[src/rtl/block_palette_renderer_pkg.sv]
// block_palette_renderer_pkg: shared types and the default colour table
package block_palette_renderer_pkg;
  typedef enum logic [2:0] {EMPTY, CYAN, BLUE, ORANGE, YELLOW, GREEN, RED, MAGENTA} block_color;
  typedef struct packed {
    logic [7:0] r;
    logic [7:0] g;
    logic [7:0] b;
  } pal_entry_t;
  localparam pal_entry_t DEFAULT_PALETTE [8] = '{
    '{8'h00, 8'h00, 8'h00},
    '{8'h00, 8'hFF, 8'hFF},
    '{8'h00, 8'h00, 8'hFF},
    '{8'hFF, 8'hA5, 8'h00},
    '{8'hFF, 8'hFF, 8'h00},
    '{8'h00, 8'h80, 8'h00},
    '{8'hFF, 8'h00, 8'h00},
    '{8'hFF, 8'h00, 8'hFF}
  };
  typedef enum logic [1:0] {IDLE, FLASH, DONE} flash_state_t;
endpackage

[src/rtl/block_palette_renderer_if.sv]
// block_palette_renderer_if: pixel, palette-write, flash-control and VGA signals
interface block_palette_renderer_if #(
  parameter int CHAN_W = 8,
  parameter int CODE_W = 3
);
  logic                  pix_valid_in;
  logic                  play_area;
  logic [CODE_W-1:0]     block_type;
  logic                  ghost;
  logic                  flash_row;
  logic [9:0]            DrawX;
  logic [9:0]            DrawY;
  logic                  frame_start;
  logic                  flash_req;
  logic                  pal_we;
  logic [CODE_W-1:0]     pal_addr;
  logic [3*CHAN_W-1:0]   pal_wdata;
  logic                  flash_busy;
  logic                  flash_done;
  logic                  pix_valid_out;
  logic [CHAN_W-1:0]     VGA_R;
  logic [CHAN_W-1:0]     VGA_G;
  logic [CHAN_W-1:0]     VGA_B;
  modport master (
    output pix_valid_in, play_area, block_type, ghost, flash_row, DrawX, DrawY,
           frame_start, flash_req, pal_we, pal_addr, pal_wdata,
    input  flash_busy, flash_done, pix_valid_out, VGA_R, VGA_G, VGA_B
  );
  modport slave (
    input  pix_valid_in, play_area, block_type, ghost, flash_row, DrawX, DrawY,
           frame_start, flash_req, pal_we, pal_addr, pal_wdata,
    output flash_busy, flash_done, pix_valid_out, VGA_R, VGA_G, VGA_B
  );
endinterface

[src/rtl/block_palette_renderer_flash_sequencer.sv]
// block_palette_renderer_flash_sequencer: line-clear flash FSM with frame and toggle counters
module block_palette_renderer_flash_sequencer
  import block_palette_renderer_pkg::*;
#(
  parameter int FLASH_FRAMES  = 4,
  parameter int FLASH_TOGGLES = 6
) (
  input  logic clk,
  input  logic rst,
  input  logic frame_start,
  input  logic flash_req,
  output logic flash_on,
  output logic flash_busy,
  output logic flash_done
);
  localparam int FW = $clog2(FLASH_FRAMES + 1);
  localparam int TW = $clog2(FLASH_TOGGLES + 1);
  flash_state_t state_q, state_d;
  logic [FW-1:0] frame_cnt_q, frame_cnt_d;
  logic [TW-1:0] toggle_cnt_q, toggle_cnt_d;
  logic flash_on_q, flash_on_d;
  // state and counter registers
  always_ff @(posedge clk) begin
    if (rst) begin
      state_q      <= IDLE;
      frame_cnt_q  <= '0;
      toggle_cnt_q <= '0;
      flash_on_q   <= 1'b0;
    end else begin
      state_q      <= state_d;
      frame_cnt_q  <= frame_cnt_d;
      toggle_cnt_q <= toggle_cnt_d;
      flash_on_q   <= flash_on_d;
    end
  end
  // next state: count frames, invert flash_on each half-period, finish after the last toggle
  always_comb begin
    state_d      = state_q;
    frame_cnt_d  = frame_cnt_q;
    toggle_cnt_d = toggle_cnt_q;
    flash_on_d   = flash_on_q;
    case (state_q)
      IDLE: if (flash_req) begin
        state_d      = FLASH;
        flash_on_d   = 1'b1;
        frame_cnt_d  = '0;
        toggle_cnt_d = '0;
      end
      FLASH: if (frame_start) begin
        frame_cnt_d = frame_cnt_q + 1'b1;
        if (frame_cnt_d == FW'(FLASH_FRAMES)) begin
          frame_cnt_d  = '0;
          flash_on_d   = !flash_on_q;
          toggle_cnt_d = toggle_cnt_q + 1'b1;
          if (toggle_cnt_d == TW'(FLASH_TOGGLES)) begin
            state_d    = DONE;
            flash_on_d = 1'b0;
          end
        end
      end
      default: state_d = IDLE;
    endcase
  end
  assign flash_on   = flash_on_q;
  assign flash_busy = state_q == FLASH;
  assign flash_done = state_q == DONE;
endmodule

[src/rtl/block_palette_renderer.sv]
// block_palette_renderer: two-stage palette lookup with background, flash and ghost effects
module block_palette_renderer
  import block_palette_renderer_pkg::*;
#(
  parameter int CHAN_W        = 8,
  parameter int CODE_W        = 3,
  parameter int PAL_DEPTH     = 8,
  parameter int FLASH_FRAMES  = 4,
  parameter int FLASH_TOGGLES = 6,
  parameter int GHOST_SHIFT   = 2
) (
  input  logic Clk,
  input  logic Reset,
  block_palette_renderer_if.slave bus
);
  localparam int PW = 3 * CHAN_W;
  typedef struct packed {
    logic          valid;
    logic          play;
    logic          ghost;
    logic          frow;
    logic          nonempty;
    logic [6:0]    x;
    logic [PW-1:0] rgb;
  } s1_t;
  typedef struct packed {
    logic          valid;
    logic [PW-1:0] rgb;
  } out_t;
  function automatic logic [CHAN_W-1:0] sc(input logic [7:0] v);
    logic [CHAN_W+7:0] t;
    t = {v, {CHAN_W{1'b0}}};
    return t[CHAN_W+7 -: CHAN_W];
  endfunction
  function automatic logic [PW-1:0] def_entry(input int i);
    pal_entry_t e;
    e = i < 8 ? DEFAULT_PALETTE[i[2:0]] : '0;
    return {sc(e.r), sc(e.g), sc(e.b)};
  endfunction
  logic [PW-1:0] pal_q [PAL_DEPTH];
  logic [PW-1:0] pal_d [PAL_DEPTH];
  s1_t s1_q, s1_d;
  out_t out_q, out_d;
  logic flash_on;
  logic [CHAN_W-1:0] pr, pg, pb;
  logic unused;
  assign unused = ^{bus.DrawY, bus.DrawX[2:0]};
  block_palette_renderer_flash_sequencer #(
    .FLASH_FRAMES (FLASH_FRAMES),
    .FLASH_TOGGLES(FLASH_TOGGLES)
  ) u_seq (
    .clk        (Clk),
    .rst        (Reset),
    .frame_start(bus.frame_start),
    .flash_req  (bus.flash_req),
    .flash_on   (flash_on),
    .flash_busy (bus.flash_busy),
    .flash_done (bus.flash_done)
  );
  // palette, S1 and output registers; the palette reloads its defaults on reset
  always_ff @(posedge Clk) begin
    if (Reset) begin
      for (int i = 0; i < PAL_DEPTH; i++) pal_q[i] <= def_entry(i);
      s1_q  <= '0;
      out_q <= '0;
    end else begin
      pal_q <= pal_d;
      s1_q  <= s1_d;
      out_q <= out_d;
    end
  end
  // palette write; S1 reads the pre-write entry, so same-address read returns the old value
  always_comb begin
    pal_d = pal_q;
    if (bus.pal_we && 32'(bus.pal_addr) < PAL_DEPTH) pal_d[bus.pal_addr] = bus.pal_wdata;
  end
  // S1: palette lookup and sideband capture
  always_comb begin
    s1_d.valid    = bus.pix_valid_in;
    s1_d.play     = bus.play_area;
    s1_d.ghost    = bus.ghost;
    s1_d.frow     = bus.flash_row;
    s1_d.nonempty = bus.block_type != '0;
    s1_d.x        = bus.DrawX[9:3];
    s1_d.rgb      = 32'(bus.block_type) < PAL_DEPTH ? pal_q[bus.block_type] : '0;
  end
  // S2: background, then flash white, then ghost dimming, then plain palette colour
  always_comb begin
    {pr, pg, pb} = s1_q.rgb;
    out_d.valid  = s1_q.valid;
    out_d.rgb    = !s1_q.play ? {sc(8'h1F), {CHAN_W{1'b0}}, sc(8'h7F - {1'b0, s1_q.x})} :
                   (s1_q.frow && flash_on) ? {PW{1'b1}} :
                   (s1_q.ghost && s1_q.nonempty) ? {pr >> GHOST_SHIFT, pg >> GHOST_SHIFT, pb >> GHOST_SHIFT} :
                   s1_q.rgb;
  end
  assign bus.pix_valid_out = out_q.valid;
  assign bus.VGA_R = out_q.rgb[PW-1 -: CHAN_W];
  assign bus.VGA_G = out_q.rgb[2*CHAN_W-1 -: CHAN_W];
  assign bus.VGA_B = out_q.rgb[CHAN_W-1:0];
endmodule

[src/flat_wrapper.sv]
// flat-port wrapper written by rule: the top's interface ports become plain ports
module block_palette_renderer_flat import block_palette_renderer_pkg::*;
#(
  parameter int CHAN_W        = 8,
  parameter int CODE_W        = 3,
  parameter int PAL_DEPTH     = 8,
  parameter int FLASH_FRAMES  = 4,
  parameter int FLASH_TOGGLES = 6,
  parameter int GHOST_SHIFT   = 2
)
  (Clk, Reset, bus_pix_valid_in, bus_play_area, bus_block_type, bus_ghost, bus_flash_row, bus_DrawX, bus_DrawY, bus_frame_start, bus_flash_req, bus_pal_we, bus_pal_addr, bus_pal_wdata, bus_flash_busy, bus_flash_done, bus_pix_valid_out, bus_VGA_R, bus_VGA_G, bus_VGA_B);
  block_palette_renderer_if #(.CHAN_W(CHAN_W), .CODE_W(CODE_W)) bus_i ();
  input  logic Clk;
  input  logic Reset;
  input wire logic [$bits(bus_i.pix_valid_in)-1:0] bus_pix_valid_in;
  input wire logic [$bits(bus_i.play_area)-1:0] bus_play_area;
  input wire logic [$bits(bus_i.block_type)-1:0] bus_block_type;
  input wire logic [$bits(bus_i.ghost)-1:0] bus_ghost;
  input wire logic [$bits(bus_i.flash_row)-1:0] bus_flash_row;
  input wire logic [$bits(bus_i.DrawX)-1:0] bus_DrawX;
  input wire logic [$bits(bus_i.DrawY)-1:0] bus_DrawY;
  input wire logic [$bits(bus_i.frame_start)-1:0] bus_frame_start;
  input wire logic [$bits(bus_i.flash_req)-1:0] bus_flash_req;
  input wire logic [$bits(bus_i.pal_we)-1:0] bus_pal_we;
  input wire logic [$bits(bus_i.pal_addr)-1:0] bus_pal_addr;
  input wire logic [$bits(bus_i.pal_wdata)-1:0] bus_pal_wdata;
  output wire logic [$bits(bus_i.flash_busy)-1:0] bus_flash_busy;
  output wire logic [$bits(bus_i.flash_done)-1:0] bus_flash_done;
  output wire logic [$bits(bus_i.pix_valid_out)-1:0] bus_pix_valid_out;
  output wire logic [$bits(bus_i.VGA_R)-1:0] bus_VGA_R;
  output wire logic [$bits(bus_i.VGA_G)-1:0] bus_VGA_G;
  output wire logic [$bits(bus_i.VGA_B)-1:0] bus_VGA_B;
  assign bus_i.pix_valid_in = bus_pix_valid_in;
  assign bus_i.play_area = bus_play_area;
  assign bus_i.block_type = bus_block_type;
  assign bus_i.ghost = bus_ghost;
  assign bus_i.flash_row = bus_flash_row;
  assign bus_i.DrawX = bus_DrawX;
  assign bus_i.DrawY = bus_DrawY;
  assign bus_i.frame_start = bus_frame_start;
  assign bus_i.flash_req = bus_flash_req;
  assign bus_i.pal_we = bus_pal_we;
  assign bus_i.pal_addr = bus_pal_addr;
  assign bus_i.pal_wdata = bus_pal_wdata;
  assign bus_flash_busy = bus_i.flash_busy;
  assign bus_flash_done = bus_i.flash_done;
  assign bus_pix_valid_out = bus_i.pix_valid_out;
  assign bus_VGA_R = bus_i.VGA_R;
  assign bus_VGA_G = bus_i.VGA_G;
  assign bus_VGA_B = bus_i.VGA_B;
  block_palette_renderer #(.CHAN_W(CHAN_W), .CODE_W(CODE_W), .PAL_DEPTH(PAL_DEPTH), .FLASH_FRAMES(FLASH_FRAMES), .FLASH_TOGGLES(FLASH_TOGGLES), .GHOST_SHIFT(GHOST_SHIFT)) u_core (.Clk(Clk), .Reset(Reset), .bus(bus_i));
endmodule
[config.mk]
export PLATFORM = sky130hd
export DESIGN_NAME = block_palette_renderer_flat
export DESIGN_NICKNAME = d
export VERILOG_FILES = /design/src/rtl/block_palette_renderer_pkg.sv /design/src/rtl/block_palette_renderer_if.sv /design/src/rtl/block_palette_renderer_flash_sequencer.sv /design/src/rtl/block_palette_renderer.sv /design/src/flat_wrapper.sv
export SDC_FILE = /design/constraint.sdc
export NUM_CORES = 1
export LEC_CHECK = 0
export ABC_AREA = 0
export CAP_MARGIN = 30
export CORE_UTILIZATION = 35
export DETAILED_ROUTE_END_ITERATION = 12
export PLACE_DENSITY_LB_ADDON = 0.05
export SYNTH_ARGS = -nofsm -noshare
export SYNTH_HDL_FRONTEND = slang
export SYNTH_HIERARCHICAL = 1
export SYNTH_SLANG_ARGS = --single-unit
[constraint.sdc]
create_clock -name Clk -period 2.35 [get_ports Clk]
set_clock_uncertainty 0.2 [all_clocks]
set_input_delay 0.47 -clock Clk [delete_from_list [all_inputs] [get_ports Clk]]
set_output_delay 0.47 -clock Clk [all_outputs]
set_load 0.05 [all_outputs]
==> results_dict.tcl, run 1 <==
set metrics [dict create \
    drt-total-wl_um 30690 \
    tightest_slew_ns 0.5303 \
    status "complete, but fails checks" \
    holdPathEnd "u_core/pal_q[78]" \
    fillers 2957 \
    slew_viol_final 0 \
    max-slew-margin-rel 0.6439 \
    r2r-start "u_core/u_seq/frame_cnt_q[0]" \
    finalSetupViolations 0 \
    gp_congestion 0.7213 \
    seq_area_um2 5248 \
    fp.dieW_um 179.8 \
    fp.dieH_um 179.8 \
    start_kind "register" \
    htreeDepth 1 \
    rsz0062_at_grt "no" \
    violations "design-rule violations" \
    rrSetupSlack_ns 0.56 \
    ys_seq_elements 262 \
    synth_edf_count 0 \
    path_cells "clkdlybuf4s50_1" \
    num_rows 64 \
    fin_cells 1636 \
    core_area_um2 30830 \
    synth_nets 1238 \
    hpwlAfterDp_um 17630 \
    cp.arrival_ns 1.64 \
    post_drt_wl_per_cell_um 18.76 \
    yosysSeqAreaShare 0.4738 \
    portBuffers 72 \
    power_w 0.01036 \
    layout-drive-gt1-share 0.1283 \
    max_cap_violations 0 \
    dr.pass1.iters 8 \
    clock-root-buffer "clkbuf_16" \
    whs_path_depth 2 \
    vias 8224 \
    cts_buffers 31 \
    cts.hold.buffers_added 0 \
    crit_type "register to output port" \
    cts_tree "yes" \
    antenna_found_initial 2 \
    die_area_um2 32340 \
    ioPinCount 86 \
    grt_usage 0.1902 \
    synth_warnings 6 \
    clock_latency_ns 0.55 \
    drcViolationCount 16 \
    critical-path-top-delay-family "buffers and inverters" \
    synth_area_um2 11070 \
    cp_max_fo 1 \
    power_density_nw_per_um2 781.9 \
    fin_crit_sh 0.9811 \
    grt_max_degree 59 \
    drt_iter0_markers 554 \
    min_path_type "input port to register" \
    synth_ff_type "dfxtp_1" \
    hold_violations 0 \
    multi_input_area_um2 4989 \
    fmax_mhz 433.7 \
    ys_types 54 \
    rr_endpoint "u_core/u_seq/toggle_cnt_q[2]" \
    cp_slowest_cell "clkdlybuf4s50_1" \
    netlist_instances 1175 \
    synth_largest_area_cell "dfxtp_1" \
    critPathCaptureType "output port" \
    dp.cells 1579 \
    ant_nets 0 \
    synth-async-reset-ratio 0 \
    viasPerCell 5.027 \
    postCtsSetupRepairBufs 0 \
    peakVddDrop_uv 505.0 \
    fin_crit_ns 2.306 \
    area_growth_pct 19.68 \
    cts.sinks 262 \
    synthTopCellsByArea "dfxtp_1 47%, nand2_1 13%, mux4_2 9.8%, a21oi_1 5.2%, nand3b_1 4.1%" \
    finalSetupTns_ns 0 \
    crit_buf_inv 1 \
    synth_area_per_cell_um2 9.421 \
    min-delay-start "Reset" \
    worst-endpoint-required_ns 1.68 \
    critPathMaxStageDelay_ns 0.79 \
    clock_path_buffers 3 \
    synth_top_cell_area_share 0.4738 \
    grt_pass1_wl_um 48090 \
    reg2regPathDepth 4 \
    p_leak_nw 5.294 \
    grt_pass1_vias 7986 \
    start_util 0.3591 \
    nets 1279 \
    grt-ovfl-total 0 \
    clkTransAtPathRegs_ns 0.06 \
]
[cells by family (layout without fill, tap and decap cells)]
kind of cell | after synthesis | in the layout | share of synthesized area
and+or+nand+nor | 530 | 530 | 0.2224
other | 0 | 1 | 0
buffers and inverters | 123 | 187 | 0.07551
AOI/OAI and AO/OA | 166 | 166 | 0.08839
muxes | 87 | 87 | 0.1329
adders and majority gates | 4 | 4 | 0.004521
xor gates and xnor gates | 3 | 3 | 0.002374
DFF | 262 | 262 | 0.4738
[worst max path at each step]
stage	slack, ns	depth (start not counted)	end	from
CTS	0.003	1	bus_VGA_B[4]	u_core/bus.VGA_B[4]
detailed placement	0.02	6	u_core/pal_q[88]	bus_pal_addr[0]
finish	0.04	1	bus_VGA_B[5]	u_core/bus.VGA_B[5]
global placement	0.04	6	u_core/pal_q[88]	bus_pal_addr[0]
floorplan	0.34	2	bus_flash_done	u_core/u_seq/state_q[1]
global route	0.0004	1	bus_VGA_R[7]	u_core/bus.VGA_R[7]
[per-layer routing]
| layer | share of wire | track usage | up-vias |
|---|---|---|---|
| li1 | - | - | 4065 |
| met1 | 0.51 | 0.2918 | 3945 |
| met2 | 0.43 | 0.2819 | 176 |
| met3 | 0.046 | 0.02755 | 36 |
| met4 | 0.015 | 0.03379 | 2 |
| met5 | 0.00039 | 0 | - |
[synthesized netlist by cell type, types with 2 or more instances]
cell / number
a2111o_1: 2
a211o_1: 16
a21oi_1: 115
a221oi_1: 7
a31oi_1: 14
and3_1: 2
and4b_1: 3
and4bb_2: 2
buf_2: 21
buf_4: 19
buf_6: 32
buf_8: 2
clkbuf_1: 41
dfxtp_1: 262
ha_1: 4
inv_1: 5
mux2i_1: 39
mux4_2: 48
nand2_1: 372
nand2b_1: 3
nand3_1: 3
nand3b_1: 61
nand4b_1: 4
nand4bb_1: 2
nor2_1: 33
nor2b_1: 30
nor4b_1: 2
o21ai_0: 2
or4_1: 3
xor2_1: 2
[where the power goes]
part	switching [W]	internal, W
Sequential	0.0000706	0.00460
Combinational	0.000557	0.000446
Clock	0.00184	0.00285
Total	0.00247	0.00789
[flip-flops by register name, summed over array words and instances, names as in the netlist]
| signal | cells |
|---|---|
| u_core/bus.VGA_G | 8 |
| u_core/out_d | 1 |
| u_core/bus.VGA_R | 8 |
| u_core/pr | 8 |
| u_core/s1_q | 11 |
| u_core/u_seq/toggle_cnt_q | 3 |
| u_core/bus.pix_valid_out | 1 |
| u_core/bus.VGA_B | 8 |
| u_core/u_seq/flash_on | 1 |
| u_core/pg | 8 |
| u_core/u_seq/state_q | 2 |
| u_core/pb | 8 |
| u_core/pal_q | 192 |
| u_core/u_seq/frame_cnt_q | 3 |
[through the flow]
step	area, um2	utilization	hold WS (ns)	setup slack (ns)
floorplan	11070	-	0.2094	0.3410
global placement	12190	0.3955	0.2182	0.04090
detailed placement	12190	0.3955	0.2230	0.01788
CTS	13190	0.4279	0.08898	0.002785
global route	13250	0.4296	0.1045	0.0003990
finish	13250	0.4297	0.1071	0.04448
[cells in the final DEF, fill, tap and decap left out, types with 7 or more instances in the layout]
master | synthesis | final
a211o_1 | 16 | 16
a21oi_1 | 115 | 115
a221oi_1 | 7 | 7
a31oi_1 | 14 | 14
buf_12 | 0 | 27
buf_4 | 19 | 29
clkbuf_1 | 41 | 12
clkbuf_16 | 0 | 31
clkbuf_8 | 1 | 10
clkdlybuf4s50_1 | 0 | 44
dfxtp_1 | 262 | 260
dlymetal6s2s_1 | 0 | 20
mux2i_1 | 39 | 39
mux4_2 | 48 | 48
nand2_1 | 372 | 372
nand3b_1 | 61 | 61
nor2_1 | 33 | 33
nor2b_1 | 30 | 30
[cell type report]
cell class,instances,area share
sequential,262,0.3961
multi-input combinational,790,0.3766
timing repair buffer,126,0.1127
clock buffer,53,0.07235
tap,396,0.03740
clock inverter,3,0.003306
inverter,5,0.001417
antenna,1,0.0001889
[timing repair]
action / 4_1_cts / 5_1_grt
setup endpoints to repair: 2 / 21
pin swaps: 0 / 0
endpoints found under the hold margin: 0 / 0
gates resized for setup: 2 / 22
(Power assumes the default switching activity.)
==> run 2: changes to the inputs <==
--- a/config.mk
+++ b/config.mk
@@ -7,7 +7,7 @@
 export LEC_CHECK = 0
 export ABC_AREA = 0
 export CAP_MARGIN = 30
-export CORE_UTILIZATION = 35
+export CORE_UTILIZATION = 30
 export DETAILED_ROUTE_END_ITERATION = 12
 export PLACE_DENSITY_LB_ADDON = 0.05
 export SYNTH_ARGS = -nofsm -noshare
==> run 2 against run 1 <==
Compared with the run above: the run now ends clean; setup slack worse by 0.0035 ns; clock power is 10% higher; wire length is 3.4% higher; combinational power hardly changed; power is 4.8% higher; via count is 0.74% lower; fmax is 0.15% lower; cell count is 4.0% higher; register-to-register slack better by 0.02 ns; count of clock-buffer cells in the layout is 10 lower; final area is 1.8% higher; non-clock buffer count stayed put.
==> results_dict.tcl, run 2 (same netlist as run 1, synthesis figures left out) <==
set metrics [dict create \
    status "finished clean" \
    ant_nets 0 \
    p_leak_nw 5.291 \
    place_ws_ns 0.02852 \
    gp_congestion 0.6918 \
    grt-ovfl-total 0 \
    critPathMaxStageDelay_ns 0.79 \
    rrSetupSlack_ns 0.58 \
    portBuffers 72 \
    max_cap_violations 0 \
    cts.sinks 262 \
    hold_ws_ns 0.04919 \
    viasPerCell 4.796 \
    grt_max_degree 47 \
    path_cells "clkdlybuf4s50_1" \
    num_rows 69 \
    cts_tree "yes" \
    fillers 3618 \
    finalSetupViolations 0 \
    path_depth 1 \
    antenna_found_initial 0 \
    clock_latency_ns 0.55 \
    final_cell_mix "372 x nand2_1, 261 x dfxtp_1, 115 x a21oi_1" \
    area_growth_pct 21.83 \
    grt_usage 0.1685 \
    rr_endpoint "u_core/u_seq/toggle_cnt_q[1]" \
    critical-path-top-delay-family "buffers and inverters" \
    tightest_slew_ns 0.5430 \
    holdPathEnd "u_core/s1_q[25]" \
    start_util 0.3082 \
    clock_path_buffers 3 \
    reg2regPathDepth 4 \
    hold_violations 0 \
    fin_crit_sh 0.9826 \
    min_path_type "input port to register" \
    cp_slowest_cell "clkdlybuf4s50_1" \
    grt_pass1_wl_um 49230 \
    cp.arrival_ns 1.64 \
    critPathCaptureType "output port" \
    crit_type "register to output port" \
    die_area_um2 37670 \
    cp_max_fo 1 \
    cts.hold.buffers_added 0 \
    power_density_nw_per_um2 805.3 \
    max-slew-margin-rel 0.6371 \
    crit_buf_inv 1 \
    dr.pass1.iters 5 \
    fp.dieH_um 194.1 \
    top_register "u_core/pal_q" \
    hpwlAfterDp_um 18750 \
    post_drt_wl_per_cell_um 18.65 \
    postCtsSetupRepairBufs 0 \
    fp.dieW_um 194.1 \
    min-delay-start "Reset" \
    clock-root-buffer "clkbuf_16" \
    peakVddDrop_uv 509.5 \
    vias 8163 \
    finalSetupTns_ns 0 \
    r2r-start "u_core/u_seq/frame_cnt_q[0]" \
    rsz0062_at_grt "no" \
    grt_pass1_vias 8161 \
    top_regs "u_core/pal_q: 192 flops, u_core/s1_q: 11 flops" \
    worst-endpoint-required_ns 1.68 \
    largest_register_ffs 192 \
    whs_path_depth 2 \
    layout-drive-gt1-share 0.1323 \
    timing.final.ws_setup_ns 0.04096 \
    clkTransAtPathRegs_ns 0.06 \
    fmax_mhz 433.1 \
    drcViolationCount 0 \
    drt-total-wl_um 31740 \
    final_common_cell "nand2_1" \
    ioPinCount 86 \
    cts_buffers 31 \
    fin_crit_ns 2.309 \
    nets 1279 \
    drt_iter0_markers 355 \
    slew_viol_final 0 \
    start_kind "register" \
    htreeDepth 1 \
    core_area_um2 35910 \
]
[run 2: changes by cell type in the layout (fill, tap and decap cells not counted), sizes merged]
cell,change
clkinvlp,+1
dlygate4sd2,+4
inv,+1
clkbuf,-10
clkinv,+4
clkdlybuf4s50,+2
bufinv,+5
dlymetal6s2s,-6
[run 2: what timing repair did]
item,CTS,global route
resized for setup,6,15
gates cloned,0,0
setup endpoints to repair,6,15
hold endpoints to repair,0,0
[run 2: how the worst max path moves through the flow]
stage                                  start                end
floorplan            u_core/u_seq/state_q[1]     bus_flash_done
global route        u_core/bus.pix_valid_out  bus_pix_valid_out
CTS                      u_core/bus.VGA_G[1]       bus_VGA_G[1]
finish                   u_core/bus.VGA_R[6]       bus_VGA_R[6]
detailed placement           bus_pal_addr[2]  u_core/pal_q[182]
global placement             bus_pal_addr[2]  u_core/pal_q[182]
[run 2: cell type report]
type / instances / area [um2] / share of cell area
Sequential cell: 262 / 5246 / 0.3890
Multi-Input combinational cell: 790 / 4989 / 0.3699
Timing Repair Buffer: 126 / 1548 / 0.1148
Clock buffer: 43 / 870.8 / 0.06458
Tap cell: 461 / 576.8 / 0.04277
Clock inverter: 14 / 234.0 / 0.01735
Inverter: 5 / 18.77 / 0.001392
Antenna cell: 1 / 2.502 / 0.0001856
[run 2: metal layers]
metal | track usage | share of wire | vias up
met3 | 0.02313 | 0.038 | 32
li1 | - | - | 4079
met4 | 0.03469 | 0.013 | 0
met5 | 0 | 0 | -
met1 | 0.2502 | 0.52 | 3886
met2 | 0.2582 | 0.43 | 166
[run 2: per-stage QoR]
step / instances / power, W / instance area, um2 / utilization
floorplan: 1175 / 0.005427 / 11070 / -
global placement: 1644 / 0.005812 / 12350 / 0.3439
detailed placement: 1644 / 0.005812 / 12350 / 0.3439
CTS: 1701 / 0.01100 / 13450 / 0.3744
global route: 1701 / 0.01128 / 13480 / 0.3754
finish: 1702 / 0.01086 / 13490 / 0.3755
[run 2: where the power goes]
part	switching (W)	leakage [nW]	internal, W	total (W)
clock	0.00192	0.540	0.00324	0.00516
sequential	0.0000736	2.14	0.00460	0.00467
combinational	0.000566	2.61	0.000457	0.00102
==> run 3: changes to the inputs <==
--- a/config.mk
+++ b/config.mk
@@ -10,6 +10,7 @@
 export CORE_UTILIZATION = 30
 export DETAILED_ROUTE_END_ITERATION = 12
 export PLACE_DENSITY_LB_ADDON = 0.05
+export SETUP_SLACK_MARGIN = 0.3
 export SYNTH_ARGS = -nofsm -noshare
 export SYNTH_HDL_FRONTEND = slang
 export SYNTH_HIERARCHICAL = 1
==> run 3 against run 2 <==
Compared with the run above: sequential power is essentially flat; sequential share of layout area increased by 0.22 points; setup slack better by 0.30 ns; highest routed layer unchanged; die area is the same; core utilization down 0.17 points.
==> results_dict.tcl, run 3 (same netlist as run 1, synthesis figures left out) <==
set metrics [dict create \
    grt_pass1_wl_um 49300 \
    post_drt_wl_per_cell_um 18.62 \
    crit_type "register to output port" \
    clock_path_buffers 3 \
    grt_pass1_vias 8176 \
    nets 1284 \
    drt_iter0_markers 353 \
    r2r-start "u_core/u_seq/frame_cnt_q[0]" \
    final_common_cell "nand2_1" \
    num_rows 69 \
    finalSetupTns_ns 0 \
    die_area_um2 37670 \
    fillers 3633 \
    fp.dieW_um 194.1 \
    start_kind "register" \
    ioPinCount 86 \
    finalSetupViolations 0 \
    cts.hold.buffers_added 0 \
    portBuffers 72 \
    cts.sinks 262 \
    dr.pass1.iters 4 \
    dp.cells 1644 \
    grt-ovfl-total 0 \
    drt-total-wl_um 31780 \
    p_leak_nw 5.113 \
    cp.arrival_ns 1.34 \
    slew_viol_final 0 \
    max-slew-margin-rel 0.6369 \
    antenna_found_initial 0 \
    top_regs "u_core/pal_q: 192 flops, u_core/s1_q: 11 flops" \
    worst-endpoint-required_ns 1.68 \
    post-route-util 0.3738 \
    peakVddDrop_uv 509.7 \
    grt_max_degree 47 \
    crit_buf_inv 1 \
    hpwlAfterDp_um 18750 \
    grt_usage 0.1687 \
    clock_latency_ns 0.55 \
    fin_crit_ns 2.005 \
    drcViolationCount 0 \
    holdPathEnd "u_core/s1_q[25]" \
    tightest_slew_ns 0.5433 \
    whs_path_depth 2 \
    min_path_type "input port to register" \
    fmax_mhz 498.7 \
    critical-path-top-delay-family "buffers and inverters" \
    area_growth_pct 21.28 \
    htreeDepth 1 \
    core_area_um2 35910 \
    multi_input_area_um2 4999 \
    fp.dieH_um 194.1 \
    cp_slowest_cell "clkdlybuf4s15_1" \
    rrSetupSlack_ns 0.57 \
    cts_tree "yes" \
    final_cell_mix "372 x nand2_1, 260 x dfxtp_1, 115 x a21oi_1" \
    fin_crit_sh 0.8532 \
    min-delay-start "Reset" \
    top_register "u_core/pal_q" \
    max_cap_violations 0 \
    layout-drive-gt1-share 0.1550 \
    vias 8167 \
    viasPerCell 4.784 \
    rsz0062_at_grt "no" \
    rr_endpoint "u_core/u_seq/toggle_cnt_q[1]" \
    cts_buffers 31 \
    ant_nets 0 \
    largest_register_ffs 192 \
    status "finished clean" \
    critPathMaxStageDelay_ns 0.49 \
    fin_cells 1707 \
    clock-root-buffer "clkbuf_16" \
    cp_max_fo 1 \
    start_util 0.3082 \
    hold_violations 0 \
    gp_congestion 0.6918 \
    reg2regPathDepth 4 \
    power_density_nw_per_um2 808.8 \
    clkTransAtPathRegs_ns 0.06 \
    critPathCaptureType "output port" \
    path_cells "clkdlybuf4s15_1" \
    seq_area_um2 5253 \
]
run 3: changes by cell type in the layout (fill, tap and decap cells not counted), sizes merged:
| cell | change |
|---|---|
| dlygate4sd2 | -6 |
| dlymetal6s2s | -14 |
| clkbuf | +19 |
| clkdlybuf4s50 | -5 |
| buf | +5 |
| clkdlybuf4s15 | +6 |
run 3: worst max-delay path by stage:
| stage | startpoint | end | cells after the start |
|---|---|---|---|
| after floorplan | u_core/u_seq/state_q[1] | bus_flash_done | 2 |
| after global placement | bus_pal_addr[2] | u_core/pal_q[182] | 5 |
| after detailed placement | bus_pal_addr[2] | u_core/pal_q[182] | 5 |
| after CTS | u_core/bus.VGA_G[0] | bus_VGA_G[0] | 1 |
| after global routing | u_core/bus.pix_valid_out | bus_pix_valid_out | 1 |
| final | u_core/bus.VGA_R[6] | bus_VGA_R[6] | 1 |
run 3: report_power, final:
part,switching [W],internal [W]
Combinational,0.000570,0.000451
Sequential,0.0000735,0.00460
Clock,0.00193,0.00324
Total,0.00257,0.00829
run 3: area by class of cell:
| class | instances | area share |
|---|---|---|
| Inverter | 5 | 0.001398 |
| Multi-Input combinational cell | 790 | 0.3723 |
| Tap cell | 461 | 0.04296 |
| Timing Repair Buffer | 131 | 0.1096 |
| Antenna cell | 1 | 0.0001864 |
| Sequential cell | 262 | 0.3912 |
| Clock buffer | 43 | 0.06486 |
| Clock inverter | 14 | 0.01743 |
run 3: timing repair:
item,in CTS,in global routing
resized for setup,58,21
pin swaps,0,0
setup buffers,3,2
gates cloned,0,0
endpoints found under the setup margin,27,21
run 3: metal layers:
layer  track usage  part of all wire
met1        0.2502              0.51
met2        0.2589              0.43
met3       0.02313             0.040
met4       0.03469             0.013
met5             0                 0
run 3: per-stage QoR:
stage	total power, W	hold WS [ns]	setup slack (ns)	area [um2]
2_1_floorplan	0.005427	0.2094	0.3410	11070
6_report	0.01086	0.04858	0.3449	13430
3_5_place_dp	0.005812	0.2195	0.02852	12350
5_1_grt	0.01128	0.07044	0.3044	13420
3_3_place_gp	0.005812	0.2211	0.03516	12350
4_1_cts	0.01100	0.03235	0.2653	13500
